**config.mk**
```make
export PLATFORM = sky130hd
export DESIGN_NAME = mdu_iter_unit
export DESIGN_NICKNAME = d
export VERILOG_FILES = /design/src/rtl/mdu_pkg.sv /design/src/rtl/mdu_step_core.sv /design/src/rtl/mdu_iter_unit.sv
export SDC_FILE = /design/constraint.sdc
export NUM_CORES = 1
export LEC_CHECK = 0
export BUFFER_PORTS_ARGS = -buffer_cell sky130_fd_sc_hd__buf_2
export CAP_MARGIN = 0
export CELL_PAD_IN_SITES_DETAIL_PLACEMENT = 0
export CELL_PAD_IN_SITES_GLOBAL_PLACEMENT = 1
export CORE_UTILIZATION = 45
export CTS_BUF_LIST = sky130_fd_sc_hd__clkbuf_8
export DETAILED_ROUTE_END_ITERATION = 12
export GPL_TIMING_DRIVEN = 0
export HOLD_SLACK_MARGIN = 0.06
export PLACE_DENSITY_LB_ADDON = 0.08
export SYNTH_ARGS = -nofsm -noshare
export SYNTH_HDL_FRONTEND = slang
export SYNTH_SLANG_ARGS = --single-unit
```
**constraint.sdc**
```tcl
create_clock -name Clk -period 7.4 [get_ports Clk]
set_input_delay 1.48 -clock Clk [delete_from_list [all_inputs] [get_ports Clk]]
set_output_delay 1.48 -clock Clk [all_outputs]
set_load 0.01 [all_outputs]
```
**src/rtl/mdu_pkg.sv**
```systemverilog
`default_nettype none
// ============================================================================
//  Module      : mdu_pkg
//  Description : Shared definitions for the iterative multiply/divide unit.
//                Holds the op encoding, the controller state enum and the
//                default operand width.
//  Revision    : 1.0 - initial release
// ============================================================================
package mdu_pkg;

    localparam int MDU_DATA_W = 32;

    // Op encoding as presented by the EX stage
    localparam logic [2:0] MDU_MULT  = 3'd0;
    localparam logic [2:0] MDU_MULTU = 3'd1;
    localparam logic [2:0] MDU_DIV   = 3'd2;
    localparam logic [2:0] MDU_DIVU  = 3'd3;
    localparam logic [2:0] MDU_MTHI  = 3'd4;
    localparam logic [2:0] MDU_MTLO  = 3'd5;
    localparam logic [2:0] MDU_MADD  = 3'd6;
    localparam logic [2:0] MDU_MSUB  = 3'd7;

    typedef enum logic [1:0] {
        ST_IDLE = 2'd0,
        ST_RUN  = 2'd1,
        ST_FIX  = 2'd2
    } mdu_state_e;

endpackage
`default_nettype wire

```
**src/rtl/mdu_step_core.sv**
```systemverilog
`default_nettype none
// ============================================================================
//  Module      : mdu_step_core
//  Description : Combinational single iteration of the MDU datapath.
//                is_div=0 : radix-2 shift-add multiply step. acc holds
//                           {partial product, remaining multiplier}.
//                is_div=1 : restoring divide step. acc holds
//                           {partial remainder, remaining dividend/quotient}.
//  Ports       : is_div  - selects divide step
//                acc_in  - 2*DATA_W working accumulator
//                opnd    - multiplicand or divisor magnitude
//                acc_out - accumulator after one iteration
//  Revision    : 1.0 - initial release
// ============================================================================
module mdu_step_core
    import mdu_pkg::*;
#(
    parameter int DATA_W = MDU_DATA_W
) (
    input  logic                  is_div,
    input  logic [2*DATA_W-1:0]   acc_in,
    input  logic [DATA_W-1:0]     opnd,
    output logic [2*DATA_W-1:0]   acc_out
);

    logic [DATA_W:0] w_add_sum;
    logic [DATA_W:0] w_rem_shift;
    logic [DATA_W:0] w_trial;

    always_comb begin
        // Multiply: conditionally add multiplicand to the upper half, keep
        // the carry and shift the whole accumulator right by one.
        w_add_sum   = {1'b0, acc_in[2*DATA_W-1:DATA_W]}
                    + (acc_in[0] ? {1'b0, opnd} : {(DATA_W+1){1'b0}});
        // Divide: remainder shifted left with the next dividend bit; one
        // extra bit so the trial subtract sign is exact.
        w_rem_shift = acc_in[2*DATA_W-1:DATA_W-1];
        w_trial     = w_rem_shift - {1'b0, opnd};

        if (is_div) begin
            if (!w_trial[DATA_W]) begin
                acc_out = {w_trial[DATA_W-1:0], acc_in[DATA_W-2:0], 1'b1};
            end else begin
                acc_out = {w_rem_shift[DATA_W-1:0], acc_in[DATA_W-2:0], 1'b0};
            end
        end else begin
            acc_out = {w_add_sum, acc_in[DATA_W-1:1]};
        end
    end

endmodule
`default_nettype wire

```
**src/rtl/mdu_iter_unit.sv**
```systemverilog
`default_nettype none
// ============================================================================
//  Module      : mdu_iter_unit
//  Description : Iterative MULT/MULTU/DIV/DIVU unit owning HI/LO. Operands
//                are reduced to magnitudes at accept, DATA_W iterations run
//                in RUN, signs are restored and HI/LO written in FIX.
//                Optional macro MDU_MACC_EN enables MADD/MSUB accumulate.
//  Ports       : Clk, Reset (sync, active-low)
//                start_valid/start_ready - op handshake (ready only in IDLE)
//                op, src_a, src_b        - operation and operands
//                flush                   - cancel in-flight / offered op
//                busy, done, div0        - status
//                hi, lo                  - architectural HI/LO
//  Revision    : 1.0 - initial release
// ============================================================================
module mdu_iter_unit
    import mdu_pkg::*;
#(
    parameter int DATA_W = MDU_DATA_W
) (
    input  logic              Clk,
    input  logic              Reset,
    input  logic              start_valid,
    output logic              start_ready,
    input  logic [2:0]        op,
    input  logic [DATA_W-1:0] src_a,
    input  logic [DATA_W-1:0] src_b,
    input  logic              flush,
    output logic              busy,
    output logic              done,
    output logic              div0,
    output logic [DATA_W-1:0] hi,
    output logic [DATA_W-1:0] lo
);

    localparam int CNT_W = $clog2(DATA_W);

    mdu_state_e                state_q, state_d;
    logic [CNT_W-1:0]          cnt_q, cnt_d;
    logic [2*DATA_W-1:0]       acc_q, acc_d;
    logic [DATA_W-1:0]         opnd_q, opnd_d;
    logic                      is_div_q, is_div_d;
    logic                      neg_res_q, neg_res_d;
    logic                      neg_rem_q, neg_rem_d;
    logic [DATA_W-1:0]         hi_q, hi_d;
    logic [DATA_W-1:0]         lo_q, lo_d;
    logic                      done_q, done_d;
    logic                      div0_q, div0_d;
`ifdef MDU_MACC_EN
    logic                      macc_q, macc_d;
    logic                      msub_q, msub_d;
`endif

    logic                      w_op_ok;
    logic                      w_accept;
    logic                      w_signed;
    logic                      w_op_div;
    logic [DATA_W-1:0]         w_mag_a;
    logic [DATA_W-1:0]         w_mag_b;
    logic [2*DATA_W-1:0]       w_step;
    logic [2*DATA_W-1:0]       w_prod;
    logic [DATA_W-1:0]         w_quot;
    logic [DATA_W-1:0]         w_rem;

    mdu_step_core #(.DATA_W(DATA_W)) u_step (
        .is_div  (is_div_q),
        .acc_in  (acc_q),
        .opnd    (opnd_q),
        .acc_out (w_step)
    );

    assign start_ready = (state_q == ST_IDLE);
    assign busy        = (state_q != ST_IDLE);
    assign done        = done_q;
    assign div0        = div0_q;
    assign hi          = hi_q;
    assign lo          = lo_q;

    always_comb begin
`ifdef MDU_MACC_EN
        w_op_ok  = 1'b1;
        w_signed = (op == MDU_MULT) || (op == MDU_DIV)
                || (op == MDU_MADD) || (op == MDU_MSUB);
`else
        w_op_ok  = (op != MDU_MADD) && (op != MDU_MSUB);
        w_signed = (op == MDU_MULT) || (op == MDU_DIV);
`endif
        w_accept = start_valid && start_ready && !flush && w_op_ok;
        w_op_div = (op == MDU_DIV) || (op == MDU_DIVU);
        w_mag_a  = (w_signed && src_a[DATA_W-1]) ? (~src_a + 1'b1) : src_a;
        w_mag_b  = (w_signed && src_b[DATA_W-1]) ? (~src_b + 1'b1) : src_b;

        // Sign restoration for the FIX stage
        w_prod   = neg_res_q ? (~acc_q + 1'b1) : acc_q;
        w_quot   = neg_res_q ? (~acc_q[DATA_W-1:0] + 1'b1) : acc_q[DATA_W-1:0];
        w_rem    = neg_rem_q ? (~acc_q[2*DATA_W-1:DATA_W] + 1'b1)
                             : acc_q[2*DATA_W-1:DATA_W];

        state_d   = state_q;
        cnt_d     = cnt_q;
        acc_d     = acc_q;
        opnd_d    = opnd_q;
        is_div_d  = is_div_q;
        neg_res_d = neg_res_q;
        neg_rem_d = neg_rem_q;
        hi_d      = hi_q;
        lo_d      = lo_q;
        div0_d    = div0_q;
        done_d    = 1'b0;
`ifdef MDU_MACC_EN
        macc_d    = macc_q;
        msub_d    = msub_q;
`endif

        case (state_q)
            ST_IDLE: begin
                if (w_accept) begin
                    div0_d = w_op_div && (src_b == '0);
                    if (op == MDU_MTHI) begin
                        hi_d   = src_a;
                        done_d = 1'b1;
                    end else if (op == MDU_MTLO) begin
                        lo_d   = src_a;
                        done_d = 1'b1;
                    end else begin
                        acc_d     = {{DATA_W{1'b0}}, w_mag_a};
                        opnd_d    = w_mag_b;
                        is_div_d  = w_op_div;
                        neg_res_d = w_signed && (src_a[DATA_W-1] ^ src_b[DATA_W-1]);
                        // Remainder takes the dividend's sign
                        neg_rem_d = w_signed && src_a[DATA_W-1];
                        cnt_d     = CNT_W'(DATA_W - 1);
                        state_d   = ST_RUN;
`ifdef MDU_MACC_EN
                        macc_d    = (op == MDU_MADD) || (op == MDU_MSUB);
                        msub_d    = (op == MDU_MSUB);
`endif
                    end
                end
            end

            ST_RUN: begin
                if (flush) begin
                    state_d = ST_IDLE;
                end else begin
                    acc_d = w_step;
                    cnt_d = cnt_q - CNT_W'(1);
                    if (cnt_q == '0) begin
                        state_d = ST_FIX;
                    end
                end
            end

            ST_FIX: begin
                state_d = ST_IDLE;
                if (!flush) begin
                    done_d = 1'b1;
                    if (is_div_q) begin
                        // Zero divisor yields an all-ones quotient; the
                        // remainder path already reproduces src_a.
                        lo_d = div0_q ? {DATA_W{1'b1}} : w_quot;
                        hi_d = w_rem;
                    end else begin
`ifdef MDU_MACC_EN
                        if (macc_q) begin
                            if (msub_q) begin
                                {hi_d, lo_d} = {hi_q, lo_q} - w_prod;
                            end else begin
                                {hi_d, lo_d} = {hi_q, lo_q} + w_prod;
                            end
                        end else begin
                            {hi_d, lo_d} = w_prod;
                        end
`else
                        {hi_d, lo_d} = w_prod;
`endif
                    end
                end
            end

            default: begin
                state_d = ST_IDLE;
            end
        endcase
    end

    always_ff @(posedge Clk) begin
        if (!Reset) begin
            state_q   <= ST_IDLE;
            cnt_q     <= '0;
            acc_q     <= '0;
            opnd_q    <= '0;
            is_div_q  <= 1'b0;
            neg_res_q <= 1'b0;
            neg_rem_q <= 1'b0;
            hi_q      <= '0;
            lo_q      <= '0;
            done_q    <= 1'b0;
            div0_q    <= 1'b0;
`ifdef MDU_MACC_EN
            macc_q    <= 1'b0;
            msub_q    <= 1'b0;
`endif
        end else begin
            state_q   <= state_d;
            cnt_q     <= cnt_d;
            acc_q     <= acc_d;
            opnd_q    <= opnd_d;
            is_div_q  <= is_div_d;
            neg_res_q <= neg_res_d;
            neg_rem_q <= neg_rem_d;
            hi_q      <= hi_d;
            lo_q      <= lo_d;
            done_q    <= done_d;
            div0_q    <= div0_d;
`ifdef MDU_MACC_EN
            macc_q    <= macc_d;
            msub_q    <= msub_d;
`endif
        end
    end

endmodule
`default_nettype wire

```
==> flow_summary.toml <==
[status]
status = "complete, no violations"

[grt]
grt_overflow = 0
antenna_found_initial = 1
grt_pass1_wl_um = 81500
groute.usage.overall_pct = 34.3
first_global_vias = 13900
grt_max_degree = 17

[hold_path]
holdPathStages = 2
min_to = "lo[25]$_SDFFE_PN0P_"
min_from = "lo[25]$_SDFFE_PN0P_"
hp-class = "flip-flop to flip-flop"

[place]
port_buffers = 137
routabilityCongestion = 0.995
placed_cell_area_um2 = 15100
dpl.cell_count = 2410
hpwl_um = 42800
pre_cts_slack_ps = 2920

[worst_setup_path]
worstReg2RegEnd = "acc_q[32]$_SDFFE_PN0P_"
critical_path_arrival_ps = 4990
crit_family = "compound AO/OA/AOI/OAI gates"
reg2reg_setup_slack_ps = 2780
r2r_start = "acc_q[31]$_SDFFE_PN0P_"
path_cells = "inv_1 > ha_1 > fa_1 > nand2b_1 > a21oi_1 > o211ai_1 > a21oi_1 > o21ai_2 > xnor2_1 > clkbuf_1 > nor2_1 > a21oi_1 > o221ai_1"
cp_data_required_time_ps = 7770
cp_common_cell = "a21oi_1"
critical_path_class = "flip-flop to flip-flop"
ff2ff_path_depth = 13
critPathLaunchType = "flip-flop"
cp_slowest_cell = "xnor2_1"
crit_fanout = 10
cp_slowest_stage_delay_ps = 750
crit_buf_inv = 2
crit_path_end_kind = "flip-flop"

[timing]
max_slew_margin_pct = 19.8
period_minus_slack_ps = 4620
tightest_slew_ps = 1190
fin_skew_ps = 15.4
fin_crit_sh_pct = 62.4
final_hold_viol_count = 0
setup_violations = 0
slew_violations = 0
finalSetupTns_ps = 0
postLayoutSetupSlackWorst_ps = 2780
max_freq_mhz = 216
rsz0062_at_grt = "false"

[yosys]
synth-seq-cells = 172
synth_area_um2 = 13900
syn-num-nets = 2020
synth-main-ff-cell = "dfxtp_1"
ys_seq_area_share_pct = 24.7
yosysWarningCount = 0
ys_async_sr_fraction_pct = 0
synth_cell_types = 82
synth-edff-count = 0
syn_area_per_cell_um2 = 7.42
syn_inst = 1877

[cts]
cts-hold-fix-buffers = 0
cts.clk_slew.worst_paths_ps = 100
clk_latency_ps = 510
cts_tree = "done"
cts_sinks = 172
h-tree-depth = 4
ctsResizeCount = 0
root_buffer = "clkbuf_8"
numCtsBuffers = 17
clockBufferDepth = 2
cts_setup_buffers = 0

[drt]
ant_nets = 0
num_vias = 14900
drcViolationCount = 0
dr.pass1.iters = 5
wl_um = 54600
drt-initial-drc-count = 1298
avgViaCountPerCell = 6.10
wl_per_cell_um = 22.4

[layout]
mostFrequentLayoutCells = "nor2_1 (235), a21oi_1 (190), dfxtp_1 (172)"
layout_commonest_cell = "nor2_1"
instances_no_fill = 2441
num-fill-cells = 3184
layout-drive-gt1-share_pct = 10.5
finalInstanceArea_um2 = 15500
nets = 2176
num_antenna_cells = 0
syn_to_final_growth_pct = 11.4

[floorplanning]
fp.dieW_um = 178
die_height_um = 178
die_area_um2 = 31700
coreArea_um2 = 30500
placementRows = 64
io_pins = 139
start_util_pct = 45.6

[power]
p_per_area_nw_per_um2 = 145
p_leak_nw = 6.15
peakVddDrop_mv = 0.108

[job]
drv_cap = 0
-- report_power, final --
part	total [mW]	leakage, nW	internal, mW	switching, mW
Combinational	0.532	4.53	0.177	0.355
Sequential	0.979	1.39	0.954	0.0250
Clock	0.744	0.219	0.349	0.395
Total	2.26	6.15	1.48	0.775
-- state kept, by name, summed over array words and instances, names as in the netlist --
signal,count
lo,32
acc_q,64
done,1
opnd_q,32
neg_res_q,1
is_div_q,1
hi,32
cnt_q,5
div0,1
neg_rem_q,1
state_q,2
-- worst max path at each step --
stage	slack [ps]	startpoint	cells after the start	endpoint
after floorplan	3760	src_a[17]	9	acc_q[29]$_SDFFE_PN0P_
after global placement	2940	acc_q[31]$_SDFFE_PN0P_	13	acc_q[32]$_SDFFE_PN0P_
after detailed placement	2920	acc_q[31]$_SDFFE_PN0P_	13	acc_q[32]$_SDFFE_PN0P_
after CTS	2870	acc_q[31]$_SDFFE_PN0P_	13	acc_q[32]$_SDFFE_PN0P_
after global routing	2560	acc_q[31]$_SDFFE_PN0P_	13	acc_q[32]$_SDFFE_PN0P_
final	2780	acc_q[31]$_SDFFE_PN0P_	13	acc_q[32]$_SDFFE_PN0P_
-- synthesized netlist by cell type (all sizes together) (4+ instances only) --
cell type	count	area, µm²
a211o	5	43.8
a211oi	80	606
a21o	24	180
a21oi	192	968
a221o	4	40.0
a22oi	14	105
a311oi	21	190
a31oi	20	125
a32oi	4	35.0
a41oi	4	35.0
and2	11	68.8
and3	17	106
buf	18	101
clkbuf	102	383
dfxtp	172	3440
ha	70	876
inv	66	248
mux2i	41	410
nand2	169	634
nand2b	15	93.8
nand3	32	160
nand3b	4	30.0
nand4	14	109
nor2	238	901
nor2b	21	131
nor3	37	218
nor3b	4	30.0
nor4	17	146
o211ai	18	135
o21a	13	97.6
o21ai	122	629
o21bai	8	63.8
o221ai	27	236
o22ai	6	37.5
o31ai	29	231
o32ai	4	35.0
o41ai	11	119
or2	8	52.6
or3	20	125
or4	9	75.1
xnor2	90	796
xor2	68	596
-- cell families (layout without fill, tap and decap cells) --
group | after synthesis | count (layout) | synth area share [%]
AO/OA/AOI/OAI | 626 | 626 | 29.4
AND/OR/NAND/NOR | 622 | 622 | 21.1
buffers and inverters | 186 | 354 | 5.26
flip-flops | 172 | 172 | 24.7
XOR/XNOR | 158 | 158 | 9.99
adder cells (fa/ha/maj) | 72 | 72 | 6.58
multiplexers | 41 | 41 | 2.95
-- layout make-up --
class / count / area [µm²] / share of cell area (%)
plain buffers: 120 / 484 / 3.12
clock buffers: 19 / 262 / 1.69
clock inverters: 12 / 150 / 0.968
inverters: 66 / 248 / 1.60
multi-input cells: 1519 / 9750 / 62.8
flip-flops and latches: 172 / 3440 / 22.2
well taps: 396 / 495 / 3.19
repair buffers: 137 / 686 / 4.42
-- worst reg2reg max path, delay by kind of cell (launching register included) --
family | cells | cell delay (ps)
AOI/OAI and AO/OA | 6 | 1550
xor gates and xnor gates | 1 | 750
adders and majority gates | 2 | 690
buffers and inverters | 2 | 730
DFF | 1 | 490
and+or+nand+nor | 2 | 280
-- metal layers --
metal | GRT usage (%) | wire length (µm)
met3 | 4.13 | 3030
met5 | 0 | 17
met1 | 41.5 | 22600
met2 | 59.0 | 26100
met4 | 18.5 | 2810
-- stage by stage --
stage / utilization [%] / hold WS (ps) / power (mW)
3_5_place_dp: 49.5 / 441 / 1.52
3_3_place_gp: 49.5 / 438 / 1.52
2_1_floorplan: - / 432 / 1.33
6_report: 50.9 / 449 / 2.26
4_1_cts: 50.9 / 455 / 2.25
5_1_grt: 50.9 / 480 / 2.34
Note: power is estimated with default switching activity, not from simulation.
